<file path="src/rtl/riscv_mem_port_arbiter_pkg.sv">
// Shared definitions for the single-port memory arbiter.
//   - Port-ID constants: ARB_PORT_IMEM (instruction port), ARB_PORT_DMEM (data port).
//   - Request/response message widths, built from the VC_MEM_* size macros.
// The VC_MEM_* macros are defined here only if the surrounding codebase has
// not already provided them.
// Request message layout:  {type[1], addr[32], len[2], data[32]}  = 67 bits.
// Response message layout: {type[1], len[2], data[32]}            = 35 bits.

`ifndef VC_MEM_REQ_MSG_SZ
`define VC_MEM_REQ_MSG_SZ(addr_sz_, data_sz_) (1 + (addr_sz_) + 2 + (data_sz_))
`endif

`ifndef VC_MEM_RESP_MSG_SZ
`define VC_MEM_RESP_MSG_SZ(data_sz_) (1 + 2 + (data_sz_))
`endif

package riscv_mem_port_arbiter_pkg;

  // Requester IDs stored in the outstanding-request queue.
  localparam logic ARB_PORT_IMEM = 1'b0;
  localparam logic ARB_PORT_DMEM = 1'b1;

  localparam int ARB_REQ_SZ  = `VC_MEM_REQ_MSG_SZ(32, 32);
  localparam int ARB_RESP_SZ = `VC_MEM_RESP_MSG_SZ(32);

endpackage

</file>
<file path="src/rtl/riscv_mem_port_arbiter_if.sv">
// Bus bundle for riscv_mem_port_arbiter.
//   - req0/resp0 : instruction port (val/rdy request, val-only response)
//   - req1/resp1 : data port
//   - memreq     : arbitrated val/rdy request to the single-port memory
//   - memresp    : memory response (val-only, always consumed)
// Modports:
//   slave  : the arbiter's view (receives requests, drives memory side)
//   master : the environment's view (core ports and memory model)

interface riscv_mem_port_arbiter_if
  import riscv_mem_port_arbiter_pkg::*;
#(
  parameter int p_req_sz  = ARB_REQ_SZ,
  parameter int p_resp_sz = ARB_RESP_SZ
);

  logic [p_req_sz-1:0]  req0_msg;
  logic                 req0_val;
  logic                 req0_rdy;
  logic [p_resp_sz-1:0] resp0_msg;
  logic                 resp0_val;

  logic [p_req_sz-1:0]  req1_msg;
  logic                 req1_val;
  logic                 req1_rdy;
  logic [p_resp_sz-1:0] resp1_msg;
  logic                 resp1_val;

  logic [p_req_sz-1:0]  memreq_msg;
  logic                 memreq_val;
  logic                 memreq_rdy;
  logic [p_resp_sz-1:0] memresp_msg;
  logic                 memresp_val;

  modport slave (
    input  req0_msg, req0_val,
    output req0_rdy, resp0_msg, resp0_val,
    input  req1_msg, req1_val,
    output req1_rdy, resp1_msg, resp1_val,
    output memreq_msg, memreq_val,
    input  memreq_rdy,
    input  memresp_msg, memresp_val
  );

  modport master (
    output req0_msg, req0_val,
    input  req0_rdy, resp0_msg, resp0_val,
    output req1_msg, req1_val,
    input  req1_rdy, resp1_msg, resp1_val,
    input  memreq_msg, memreq_val,
    output memreq_rdy,
    output memresp_msg, memresp_val
  );

endinterface

</file>
<file path="src/rtl/riscv_mem_arbiter_idq.sv">
// Circular in-order queue of 1-bit requester IDs for outstanding memory requests.
// Ports:
//   clk, reset  : clock, asynchronous active-high reset (empties the queue)
//   push        : enqueue push_id at tail (caller guarantees !full)
//   push_id     : requester ID to enqueue
//   pop         : dequeue head (caller guarantees !empty)
//   head_id     : ID of the oldest outstanding request
//   full, empty : occupancy flags
// p_depth must be a power of two so the pointers wrap naturally.

module riscv_mem_arbiter_idq #(
  parameter int p_depth = 4
) (
  input  logic clk,
  input  logic reset,
  input  logic push,
  input  logic push_id,
  input  logic pop,
  output logic head_id,
  output logic full,
  output logic empty
);

  localparam int PTR_W = (p_depth > 1) ? $clog2(p_depth) : 1;
  localparam int CNT_W = PTR_W + 1;

  logic [PTR_W-1:0] head;
  logic [PTR_W-1:0] tail;
  logic [CNT_W-1:0] count;
  logic             ids [p_depth];

  always_ff @(posedge clk or posedge reset) begin
    if (reset) begin
      head  <= '0;
      tail  <= '0;
      count <= '0;
    end else begin
      if (push) tail <= tail + PTR_W'(1);
      if (pop)  head <= head + PTR_W'(1);
      // Simultaneous push and pop leave the occupancy unchanged.
      if (push && !pop)
        count <= count + CNT_W'(1);
      else if (pop && !push)
        count <= count - CNT_W'(1);
    end
  end

  // Entry storage carries no reset; validity is tracked by count alone.
  always_ff @(posedge clk) begin
    if (push) ids[tail] <= push_id;
  end

  assign head_id = ids[head];
  assign full    = (count == CNT_W'(p_depth));
  assign empty   = (count == '0);

endmodule

</file>
<file path="src/rtl/riscv_mem_port_arbiter.sv">
// Shares one single-ported memory between the core's instruction port (0)
// and data port (1).
//   - Round-robin arbitration over the two val/rdy request channels, zero
//     added latency: the granted request is presented to memory in the same
//     cycle it is offered.
//   - Each accepted request pushes its requester ID into an in-order queue;
//     each memory response pops the queue and is steered to that requester.
//   - A response with no outstanding request is dropped and sets the sticky
//     err flag.
// Ports:
//   clk, reset : clock, asynchronous active-high reset
//   bus        : riscv_mem_port_arbiter_if.slave (req0/resp0, req1/resp1,
//                memreq, memresp channels)
//   err        : sticky protocol error (response while nothing outstanding)
// Optional build macro RISCV_MEM_ARB_STATS_EN adds 32-bit event counters
// num_grant0, num_grant1, num_conflict, num_full_stall for hierarchical
// readout; functional behaviour is unaffected.

module riscv_mem_port_arbiter
  import riscv_mem_port_arbiter_pkg::*;
#(
  parameter int p_req_sz  = ARB_REQ_SZ,
  parameter int p_resp_sz = ARB_RESP_SZ,
  parameter int p_max_out = 4
) (
  input  logic                           clk,
  input  logic                           reset,
  riscv_mem_port_arbiter_if.slave        bus,
  output logic                           err
);

  logic                 any_val;
  logic                 both_val;
  logic                 grant_id;
  logic                 prio;
  logic                 fire;
  logic                 q_full;
  logic                 q_empty;
  logic                 head_id;
  logic                 pop;
  logic [p_req_sz-1:0]  gnt_msg;
  logic [p_resp_sz-1:0] resp_msg;

  assign any_val  = bus.req0_val | bus.req1_val;
  assign both_val = bus.req0_val & bus.req1_val;

  // A lone requester always wins; on contention prio picks the winner.
  always_comb begin
    grant_id = ARB_PORT_IMEM;
    if (both_val)
      grant_id = prio;
    else if (bus.req1_val)
      grant_id = ARB_PORT_DMEM;
  end

  always_comb begin
    gnt_msg = '0;
    if (any_val)
      gnt_msg = (grant_id == ARB_PORT_DMEM) ? bus.req1_msg : bus.req0_msg;
  end

  // Full blocks acceptance even when a pop happens in the same cycle.
  // The reset term keeps handshakes quiet while reset is held, since these
  // paths are combinational from the request inputs.
  assign bus.memreq_val = any_val & ~q_full & ~reset;
  assign bus.memreq_msg = gnt_msg;
  assign fire           = bus.memreq_val & bus.memreq_rdy;

  assign bus.req0_rdy   = fire & (grant_id == ARB_PORT_IMEM);
  assign bus.req1_rdy   = fire & (grant_id == ARB_PORT_DMEM);

  // prio moves only on an accepted request, so a stalled grant holds.
  always_ff @(posedge clk or posedge reset) begin
    if (reset)
      prio <= ARB_PORT_DMEM;
    else if (fire)
      prio <= ~grant_id;
  end

  riscv_mem_arbiter_idq #(
    .p_depth (p_max_out)
  ) u_idq (
    .clk     (clk),
    .reset   (reset),
    .push    (fire),
    .push_id (grant_id),
    .pop     (pop),
    .head_id (head_id),
    .full    (q_full),
    .empty   (q_empty)
  );

  // Response steering: broadcast the payload, qualify valid by queue head.
  assign pop           = bus.memresp_val & ~q_empty;
  assign resp_msg      = bus.memresp_msg;
  assign bus.resp0_msg = resp_msg;
  assign bus.resp1_msg = resp_msg;
  assign bus.resp0_val = pop & (head_id == ARB_PORT_IMEM);
  assign bus.resp1_val = pop & (head_id == ARB_PORT_DMEM);

  always_ff @(posedge clk or posedge reset) begin
    if (reset)
      err <= 1'b0;
    else if (bus.memresp_val && q_empty)
      err <= 1'b1;
  end

`ifdef RISCV_MEM_ARB_STATS_EN
  logic [31:0] num_grant0;
  logic [31:0] num_grant1;
  logic [31:0] num_conflict;
  logic [31:0] num_full_stall;

  always_ff @(posedge clk or posedge reset) begin
    if (reset) begin
      num_grant0     <= '0;
      num_grant1     <= '0;
      num_conflict   <= '0;
      num_full_stall <= '0;
    end else begin
      if (fire && grant_id == ARB_PORT_IMEM) num_grant0 <= num_grant0 + 32'd1;
      if (fire && grant_id == ARB_PORT_DMEM) num_grant1 <= num_grant1 + 32'd1;
      if (both_val && !q_full)               num_conflict <= num_conflict + 32'd1;
      if (any_val && q_full)                 num_full_stall <= num_full_stall + 32'd1;
    end
  end
`endif

endmodule
</file>
<file path="src/flat_wrapper.sv">
// flat-port wrapper written by rule: the top's interface ports become plain ports
module riscv_mem_port_arbiter_flat import riscv_mem_port_arbiter_pkg::*;
#(
  parameter int p_req_sz  = ARB_REQ_SZ,
  parameter int p_resp_sz = ARB_RESP_SZ,
  parameter int p_max_out = 4
)
  (clk, reset, err, bus_req0_msg, bus_req0_val, bus_req0_rdy, bus_resp0_msg, bus_resp0_val, bus_req1_msg, bus_req1_val, bus_req1_rdy, bus_resp1_msg, bus_resp1_val, bus_memreq_msg, bus_memreq_val, bus_memreq_rdy, bus_memresp_msg, bus_memresp_val);
  riscv_mem_port_arbiter_if #(.p_req_sz(p_req_sz), .p_resp_sz(p_resp_sz)) bus_i ();
  input  logic clk;
  input  logic reset;
  output logic err;
  input wire logic [$bits(bus_i.req0_msg)-1:0] bus_req0_msg;
  input wire logic [$bits(bus_i.req0_val)-1:0] bus_req0_val;
  output wire logic [$bits(bus_i.req0_rdy)-1:0] bus_req0_rdy;
  output wire logic [$bits(bus_i.resp0_msg)-1:0] bus_resp0_msg;
  output wire logic [$bits(bus_i.resp0_val)-1:0] bus_resp0_val;
  input wire logic [$bits(bus_i.req1_msg)-1:0] bus_req1_msg;
  input wire logic [$bits(bus_i.req1_val)-1:0] bus_req1_val;
  output wire logic [$bits(bus_i.req1_rdy)-1:0] bus_req1_rdy;
  output wire logic [$bits(bus_i.resp1_msg)-1:0] bus_resp1_msg;
  output wire logic [$bits(bus_i.resp1_val)-1:0] bus_resp1_val;
  output wire logic [$bits(bus_i.memreq_msg)-1:0] bus_memreq_msg;
  output wire logic [$bits(bus_i.memreq_val)-1:0] bus_memreq_val;
  input wire logic [$bits(bus_i.memreq_rdy)-1:0] bus_memreq_rdy;
  input wire logic [$bits(bus_i.memresp_msg)-1:0] bus_memresp_msg;
  input wire logic [$bits(bus_i.memresp_val)-1:0] bus_memresp_val;
  assign bus_i.req0_msg = bus_req0_msg;
  assign bus_i.req0_val = bus_req0_val;
  assign bus_req0_rdy = bus_i.req0_rdy;
  assign bus_resp0_msg = bus_i.resp0_msg;
  assign bus_resp0_val = bus_i.resp0_val;
  assign bus_i.req1_msg = bus_req1_msg;
  assign bus_i.req1_val = bus_req1_val;
  assign bus_req1_rdy = bus_i.req1_rdy;
  assign bus_resp1_msg = bus_i.resp1_msg;
  assign bus_resp1_val = bus_i.resp1_val;
  assign bus_memreq_msg = bus_i.memreq_msg;
  assign bus_memreq_val = bus_i.memreq_val;
  assign bus_i.memreq_rdy = bus_memreq_rdy;
  assign bus_i.memresp_msg = bus_memresp_msg;
  assign bus_i.memresp_val = bus_memresp_val;
  riscv_mem_port_arbiter #(.p_req_sz(p_req_sz), .p_resp_sz(p_resp_sz), .p_max_out(p_max_out)) u_core (.clk(clk), .reset(reset), .bus(bus_i), .err(err));
endmodule
</file>
<file path="config.mk">
export PLATFORM = sky130hd
export DESIGN_NAME = riscv_mem_port_arbiter_flat
export DESIGN_NICKNAME = d
export VERILOG_FILES = /design/src/rtl/riscv_mem_port_arbiter_pkg.sv /design/src/rtl/riscv_mem_port_arbiter_if.sv /design/src/rtl/riscv_mem_arbiter_idq.sv /design/src/rtl/riscv_mem_port_arbiter.sv /design/src/flat_wrapper.sv
export SDC_FILE = /design/constraint.sdc
export NUM_CORES = 1
export LEC_CHECK = 0
export CAP_MARGIN = 20
export CELL_PAD_IN_SITES_DETAIL_PLACEMENT = 1
export CELL_PAD_IN_SITES_GLOBAL_PLACEMENT = 1
export CORE_MARGIN = 1.5
export CORE_UTILIZATION = 14
export CTS_CLUSTER_SIZE = 40
export DETAILED_ROUTE_END_ITERATION = 12
export PLACE_DENSITY_LB_ADDON = 0.1
export SETUP_SLACK_MARGIN = 0.4
export SLEW_MARGIN = 20
export SYNTH_ARGS = -nofsm -noshare
export SYNTH_HDL_FRONTEND = slang
export SYNTH_HIERARCHICAL = 1
export SYNTH_SLANG_ARGS = --single-unit
</file>
<file path="constraint.sdc">
create_clock -name clk -period 2.97 [get_ports clk]
set_input_delay 0.297 -clock clk [delete_from_list [all_inputs] [get_ports clk]]
set_output_delay 0.297 -clock clk [all_outputs]
set_load 0.01 [all_outputs]
</file>
==> results of run 1 <==
## cells in the mapped netlist
| master | n | share of area [%] |
|---|---|---|
| a21boi_2 | 1 | 0.56 |
| a21o_1 | 1 | 0.37 |
| a21oi_1 | 1 | 0.25 |
| a32o_1 | 67 | 33 |
| and2_1 | 5 | 1.5 |
| buf_1 | 1 | 0.18 |
| buf_2 | 13 | 3.2 |
| buf_4 | 72 | 27 |
| buf_6 | 3 | 1.7 |
| clkbuf_1 | 4 | 0.74 |
| dfrtp_1 | 8 | 9.9 |
| dfstp_2 | 1 | 1.3 |
| edfxtp_1 | 4 | 5.9 |
| fa_1 | 1 | 0.99 |
| ha_1 | 5 | 3.1 |
| inv_1 | 8 | 1.5 |
| mux2_2 | 1 | 0.56 |
| mux4_2 | 1 | 1.1 |
| nand2_1 | 2 | 0.37 |
| nand2b_1 | 1 | 0.31 |
| nor2_1 | 3 | 0.56 |
| nor2b_1 | 3 | 0.93 |
| nor3_1 | 2 | 0.49 |
| nor3b_1 | 2 | 0.74 |
| nor4bb_1 | 1 | 0.49 |
| o21ai_0 | 1 | 0.25 |
| o22ai_1 | 1 | 0.31 |
| or3b_2 | 1 | 0.43 |
| xnor2_1 | 2 | 0.86 |
| xor2_1 | 4 | 1.7 |
## worst max-delay path, delay by kind of cell
| family | cells | cell delay, ns |
|---|---|---|
| buf+inv | 3 | 1.36 |
| compound gates | 2 | 0.47 |
## layout make-up
cell class              count  area (um^2)  area share (%)
multi-input cells         106         1006           25.70
inverters                   8        30.03          0.7670
flip-flops and latches     13        346.6           8.853
clock inverters             1        5.005          0.1278
repair buffers            218         2227           56.89
clock buffers               3        75.07           1.918
well taps                 180        225.2           5.753
## routing by layer
metal | wire length [um] | track usage (%)
met5 | 0 | 0
met4 | 7 | 0.5029
met1 | 3806 | 13.76
met3 | 932 | 3.875
met2 | 5176 | 21.56
## state kept, by name, indices dropped and copies added (netlist names)
signal,cells
u_core/err,1
u_core/prio,1
u_core/u_idq/count,3
u_core/u_idq/head,2
u_core/u_idq/ids,4
u_core/u_idq/tail,2
## logic make-up after synthesis
kind of cell	count (synthesis)
AO/OA/AOI/OAI	72
XOR/XNOR	6
adder cells (fa/ha/maj)	6
buffers and inverters	101
flip-flops	13
multiplexers	2
AND/OR/NAND/NOR	20
## through the flow
stage	instance area [um^2]	worst slack (ns)	hold WS, ns	utilization, %	power, mW
after global routing	3915	0.3955	0.3607	27.99	1.970
after global placement	3830	0.4327	0.4385	27.38	1.603
after CTS	3910	0.4880	0.3222	27.95	1.874
after detailed placement	3830	0.3520	0.4575	27.38	1.606
final	3915	0.5224	0.3169	27.99	1.840
after floorplan	2028	0.5444	0.03746	-	1.000
## what timing repair did
| action | 4_1_cts | 5_1_grt |
|---|---|---|
| setup endpoints to repair | 0 | 2 |
| gates resized for setup | 0 | 2 |
| buffers inserted | 0 | 0 |
## worst max-delay path by stage
| stage | from | endpoint |
|---|---|---|
| finish | bus_req0_val | bus_memreq_msg[24] |
| global route | u_core/u_idq/count[2]$_DFFE_PP0P_ | u_core/u_idq/count[2]$_DFFE_PP0P_ |
| CTS | u_core/u_idq/count[2]$_DFFE_PP0P_ | bus_req1_rdy |
| detailed placement | reset | u_core/u_idq/count[2]$_DFFE_PP0P_ |
| global placement | reset | u_core/u_idq/count[2]$_DFFE_PP0P_ |
| floorplan | u_core/u_idq/count[2]$_DFFE_PP0P_ | u_core/u_idq/count[2]$_DFFE_PP0P_ |
## power by group through the flow
stage | combinational (mW) | clock, mW | sequential (mW)
6_report | 1.25 | 0.255 | 0.337
5_1_grt | 1.35 | 0.269 | 0.348
4_1_cts | 1.27 | 0.261 | 0.339
3_5_place_dp | 1.27 | 0 | 0.340
3_3_place_gp | 1.27 | 0 | 0.335
2_1_floorplan | 0.681 | 0 | 0.319
==> flow_metrics.env, run 1 <==
export IMPL_die_area_um2=15220
export IMPL_finalHoldViolCount=0
export IMPL_synth_area_um2=2028
export IMPL_n_fill_cell=1630
export IMPL_r2r_start="u_core/u_idq/count[2]$_DFFE_PP0P_"
export IMPL_ys_ff_latch=13
export IMPL_reg2reg_depth=9
export IMPL_dr_first_iter_drc_count=58
export IMPL_crit_chain="clkdlybuf4s50_1 -> a21boi_4 -> buf_12 -> a32o_1 -> clkdlybuf4s50_1"
export IMPL_setup_viol_count_final=0
export IMPL_first_pass_iters=4
export IMPL_rows=43
export IMPL_rsz0062_at_grt="true"
export IMPL_ys_types=30
export IMPL_slew_headroom_pct=74.19
export IMPL_max_stage_delay_ns=0.57
export IMPL_num_vias=2307
export IMPL_gp_congestion=0.6806
export IMPL_vias_per_cell=4.361
export IMPL_placed_cells=525
export IMPL_crit_type="in -> out"
export IMPL_switchingPower_mw=0.6633
export IMPL_pwr_share_seq_pct=18.3
export IMPL_htree_levels=1
export IMPL_wl_per_cell_um=18.76
export IMPL_crit_fanout=36
export IMPL_grt_overflow_total=0
export IMPL_cts_path_max_buffers=2
export IMPL_arrival_ns=2.15
export IMPL_cts_made_buffers=3
export IMPL_yosysWarningCount=6
export IMPL_worst_slew_pin_slew_ns=0.3864
export IMPL_ys_seq_area_share_pct=17.09
export IMPL_synth_cells=220
export IMPL_start_kind="input pin"
export IMPL_syn_num_nets=401
export IMPL_ant_nets=0
export IMPL_grt_pass1_wl_mm=13.86
export IMPL_endpoint_kind="output port"
export IMPL_r2r_setup_slack_ns=0.59
export IMPL_cellPowerDensity_nw_per_um2=470.0
export IMPL_drc=0
export IMPL_wl_mm=9.922
export IMPL_cts_sinks=13
export IMPL_path_clk_slew_ns=0.05
export IMPL_cts_root_buf="clkbuf_16"
export IMPL_status="finished, final reports clean"
export IMPL_period_minus_slack_ns=2.448
export IMPL_die_w_um=123.4
export IMPL_antenna_found_initial=0
export IMPL_dp_hpwl_mm=7.905
export IMPL_skew_ns=0.003688
export IMPL_crit_path_frequent_cell="clkdlybuf4s50_1"
export IMPL_area_growth_pct=93.03
export IMPL_initial_core_util_pct=14.50
export IMPL_synth_compound_area_share_pct=34.79
export IMPL_clock_latency_ns=0.24
export IMPL_nets=531
export IMPL_die_h_um=123.4
export IMPL_io_buffer_count=212
export IMPL_drive_above_1_share_pct=5.158
export IMPL_p_int_mw=1.177
export IMPL_syn_avg_cell_area_um2=9.219
export IMPL_core_area_um2=13990
export IMPL_grt_start_max_net_pins=65
export IMPL_ioPinCount=318
export IMPL_min_path_type="in -> async"
export IMPL_max_freq_mhz=408.6
export IMPL_synthAdderAreaFrac_pct=4.072
export IMPL_final_cell_mix="210 x clkdlybuf4s50_1, 67 x a32o_1, 8 x inv_1, 8 x dfrtp_1"
export IMPL_clkPwrFrac_pct=13.9
export IMPL_required_ns=2.67
export IMPL_synth_xor_area_share_pct=2.591
export IMPL_p_leak_nw=1.394
export IMPL_postCtsHoldBufs=0
export IMPL_synthMuxAreaShare_pct=1.666
export IMPL_diodes=0
export IMPL_rr_endpoint="u_core/u_idq/count[2]$_DFFE_PP0P_"
export IMPL_track_usage_pct=11.69
export IMPL_fin_setup_tns_ns=0
export IMPL_yosys_area_share_simple_pct=5.861
export IMPL_final_common_cell="clkdlybuf4s50_1"
export IMPL_synth_top_family_by_area="compound AO/OA/AOI/OAI gates"
export IMPL_ir_worst_vdd_mv=0.2223
export IMPL_crit_path_top_delay_cell="clkdlybuf4s50_1"
export IMPL_maxCapViolCount=0
export IMPL_fin_cells=529
export IMPL_grt_pass1_vias=2390
export IMPL_combPwrFrac_pct=67.8
export IMPL_drv_slew=0
export IMPL_cts_tree="done"
export IMPL_finalCritPeriodShare_pct=82.41
export IMPL_swShare_pct=36.05
Note: power is estimated with default switching activity, not from simulation.
==> run 2, diff against run 1 <==
clock period = 2.4 ns   (was 2.97 ns; I/O delays follow)
==> run 2 against run 1 <==
- setup slack lost 0.24 ns
- die area did not move
- sequential power increased by 24%
- power grew 36%
- highest routed layer unchanged
==> flow_metrics.env, run 2 (synthesis results as in run 1) <==
export IMPL_status="finished, final reports clean"
export IMPL_slew_headroom_pct=77.14
export IMPL_die_w_um=123.4
export IMPL_globalRouteMet3Util_pct=4.566
export IMPL_finalHoldViolCount=0
export IMPL_start_kind="flop"
export IMPL_dp_hpwl_mm=8.004
export IMPL_combPwrFrac_pct=70.8
export IMPL_area_growth_pct=105.2
export IMPL_htree_levels=1
export IMPL_largest_reg_flops=4
export IMPL_ant_nets=0
export IMPL_wl_per_cell_um=19.60
export IMPL_cellPowerDensity_nw_per_um2=602.1
export IMPL_cts_root_buf="clkbuf_16"
export IMPL_finalCritPeriodShare_pct=88.10
export IMPL_arrival_ns=2.28
export IMPL_initial_core_util_pct=14.50
export IMPL_total_power_mw=2.506
export IMPL_clock_latency_ns=0.24
export IMPL_cts_made_buffers=3
export IMPL_grt_use_met2_pct=23.72
export IMPL_wl_mm=10.84
export IMPL_swShare_pct=36.42
export IMPL_rows=43
export IMPL_pwr_share_seq_pct=16.7
export IMPL_grt_busiest_layer="met2"
export IMPL_timing_hold_ws_ns=0.3336
export IMPL_max_freq_mhz=473.0
export IMPL_crit_type="reg -> reg"
export IMPL_die_area_um2=15220
export IMPL_rsz0062_at_grt="true"
export IMPL_dr_first_iter_drc_count=74
export IMPL_postCtsHoldBufs=0
export IMPL_reg_top3="u_core/u_idq/ids x4, u_core/u_idq/count x3"
export IMPL_grt_start_max_net_pins=26
export IMPL_track_usage_pct=12.80
export IMPL_ir_worst_vdd_mv=0.2267
export IMPL_worst_slew_pin_slew_ns=0.3429
export IMPL_grt_pass1_vias=2612
export IMPL_diodes=0
export IMPL_drive_above_1_share_pct=18.50
export IMPL_fin_setup_tns_ns=0
export IMPL_final_common_cell="clkdlybuf4s50_1"
export IMPL_maxCapViolCount=0
export IMPL_cts_sinks=13
export IMPL_skew_ns=0.0007532
export IMPL_endpoint_kind="flop"
export IMPL_crit_fanout=3
export IMPL_nets=555
export IMPL_clkPwrFrac_pct=12.4
export IMPL_io_buffer_count=212
export IMPL_grt_util_met1_pct=14.03
export IMPL_die_h_um=123.4
export IMPL_core_area_um2=13990
export IMPL_period_minus_slack_ns=2.114
export IMPL_drc=0
export IMPL_first_pass_iters=4
export IMPL_min_path_type="in -> async"
export IMPL_setup_viol_count_final=0
export IMPL_ioPinCount=318
export IMPL_gp_congestion=0.6937
export IMPL_required_ns=2.56
export IMPL_p_leak_nw=1.865
export IMPL_antenna_found_initial=0
export IMPL_num_vias=2405
export IMPL_path_clk_slew_ns=0.04
export IMPL_grt_pass1_wl_mm=14.74
export IMPL_final_cell_mix="140 x clkdlybuf4s50_1, 67 x a32o_1, 31 x dlygate4sd2_1, 21 x clkbuf_2, 18 x dlymetal6s2s_1"
export IMPL_p_int_mw=1.593
export IMPL_grt_overflow_total=0
export IMPL_top_register="u_core/u_idq/ids"
export IMPL_cts_tree="done"
export IMPL_drv_slew=0
export IMPL_cts_path_max_buffers=2
export IMPL_vias_per_cell=4.349
export IMPL_switchingPower_mw=0.9125
-- run 2: critical path, stage by stage (launching register included) --
cell and delay (ns):
dfrtp_1 0.37, nor3b_4 0.16, or3b_4 0.40, nor2_4 0.15, ha_4 0.16, inv_2 0.04, fa_2 0.34, xor2_1 0.14
nor2_1 0.12, xor2_1 0.14
-- run 2: power by group through the flow --
| stage | logic, mW | clock network [mW] | registers, mW |
|---|---|---|---|
| 3_3_place_gp | 1.61 | 0 | 0.422 |
| 2_1_floorplan | 0.881 | 0 | 0.406 |
| 5_1_grt | 1.92 | 0.337 | 0.432 |
| 4_1_cts | 1.75 | 0.322 | 0.420 |
| 6_report | 1.77 | 0.312 | 0.419 |
| 3_5_place_dp | 1.61 | 0 | 0.425 |
-- run 2: path summary, 6_finish.rpt --
check,startpoint,endpoint,slack (ns),cells after the start
max,u_core/u_idq/count[2]$_DFFE_PP0P_,u_core/u_idq/count[2]$_DFFE_PP0P_,0.29,9
min,reset,u_core/err$_DFFE_PP0P_,0.33,3
max reg2reg,u_core/u_idq/count[2]$_DFFE_PP0P_,u_core/u_idq/count[2]$_DFFE_PP0P_,0.29,9
min reg2reg,u_core/err$_DFFE_PP0P_,u_core/err$_DFFE_PP0P_,0.46,1
max in group asynchronous,reset,u_core/u_idq/count[0]$_DFFE_PP0P_,1.71,3
min in group clk,u_core/err$_DFFE_PP0P_,u_core/err$_DFFE_PP0P_,0.46,1
-- run 2: metrics by stage --
step           setup slack [ns]  area [um^2]  std cells  util (%)
3_5_place_dp            0.03480         3890        531     27.81
4_1_cts                  0.1694         4125        547     29.49
6_report                 0.2857         4161        553     29.75
2_1_floorplan            0.2871         2068        220         -
5_1_grt                  0.2129         4161        553     29.75
3_3_place_gp            0.06902         3890        531     27.81
-- run 2: final cells by class --
cell class / count / area [um^2]
flip-flops and latches: 13 / 349.1
multi-input cells: 106 / 1054
inverters: 8 / 30.03
clock buffers: 4 / 78.83
fillers: 1624 / 9827
repair buffers: 242 / 2425
well taps: 180 / 225.2
-- run 2: layer usage --
metal / vias to the layer above / wire, um
li1: 1097 / -
met4: 0 / 108
met1: 1156 / 3811
met3: 6 / 1078
met5: - / 0
met2: 146 / 5841
-- run 2: timing repair --
action                                  CTS  global route
endpoints found under the setup margin   73            44
setup buffers                             9             4
gates resized for setup                  74            51
pin swaps                                 6             6
gates cloned                              3             2
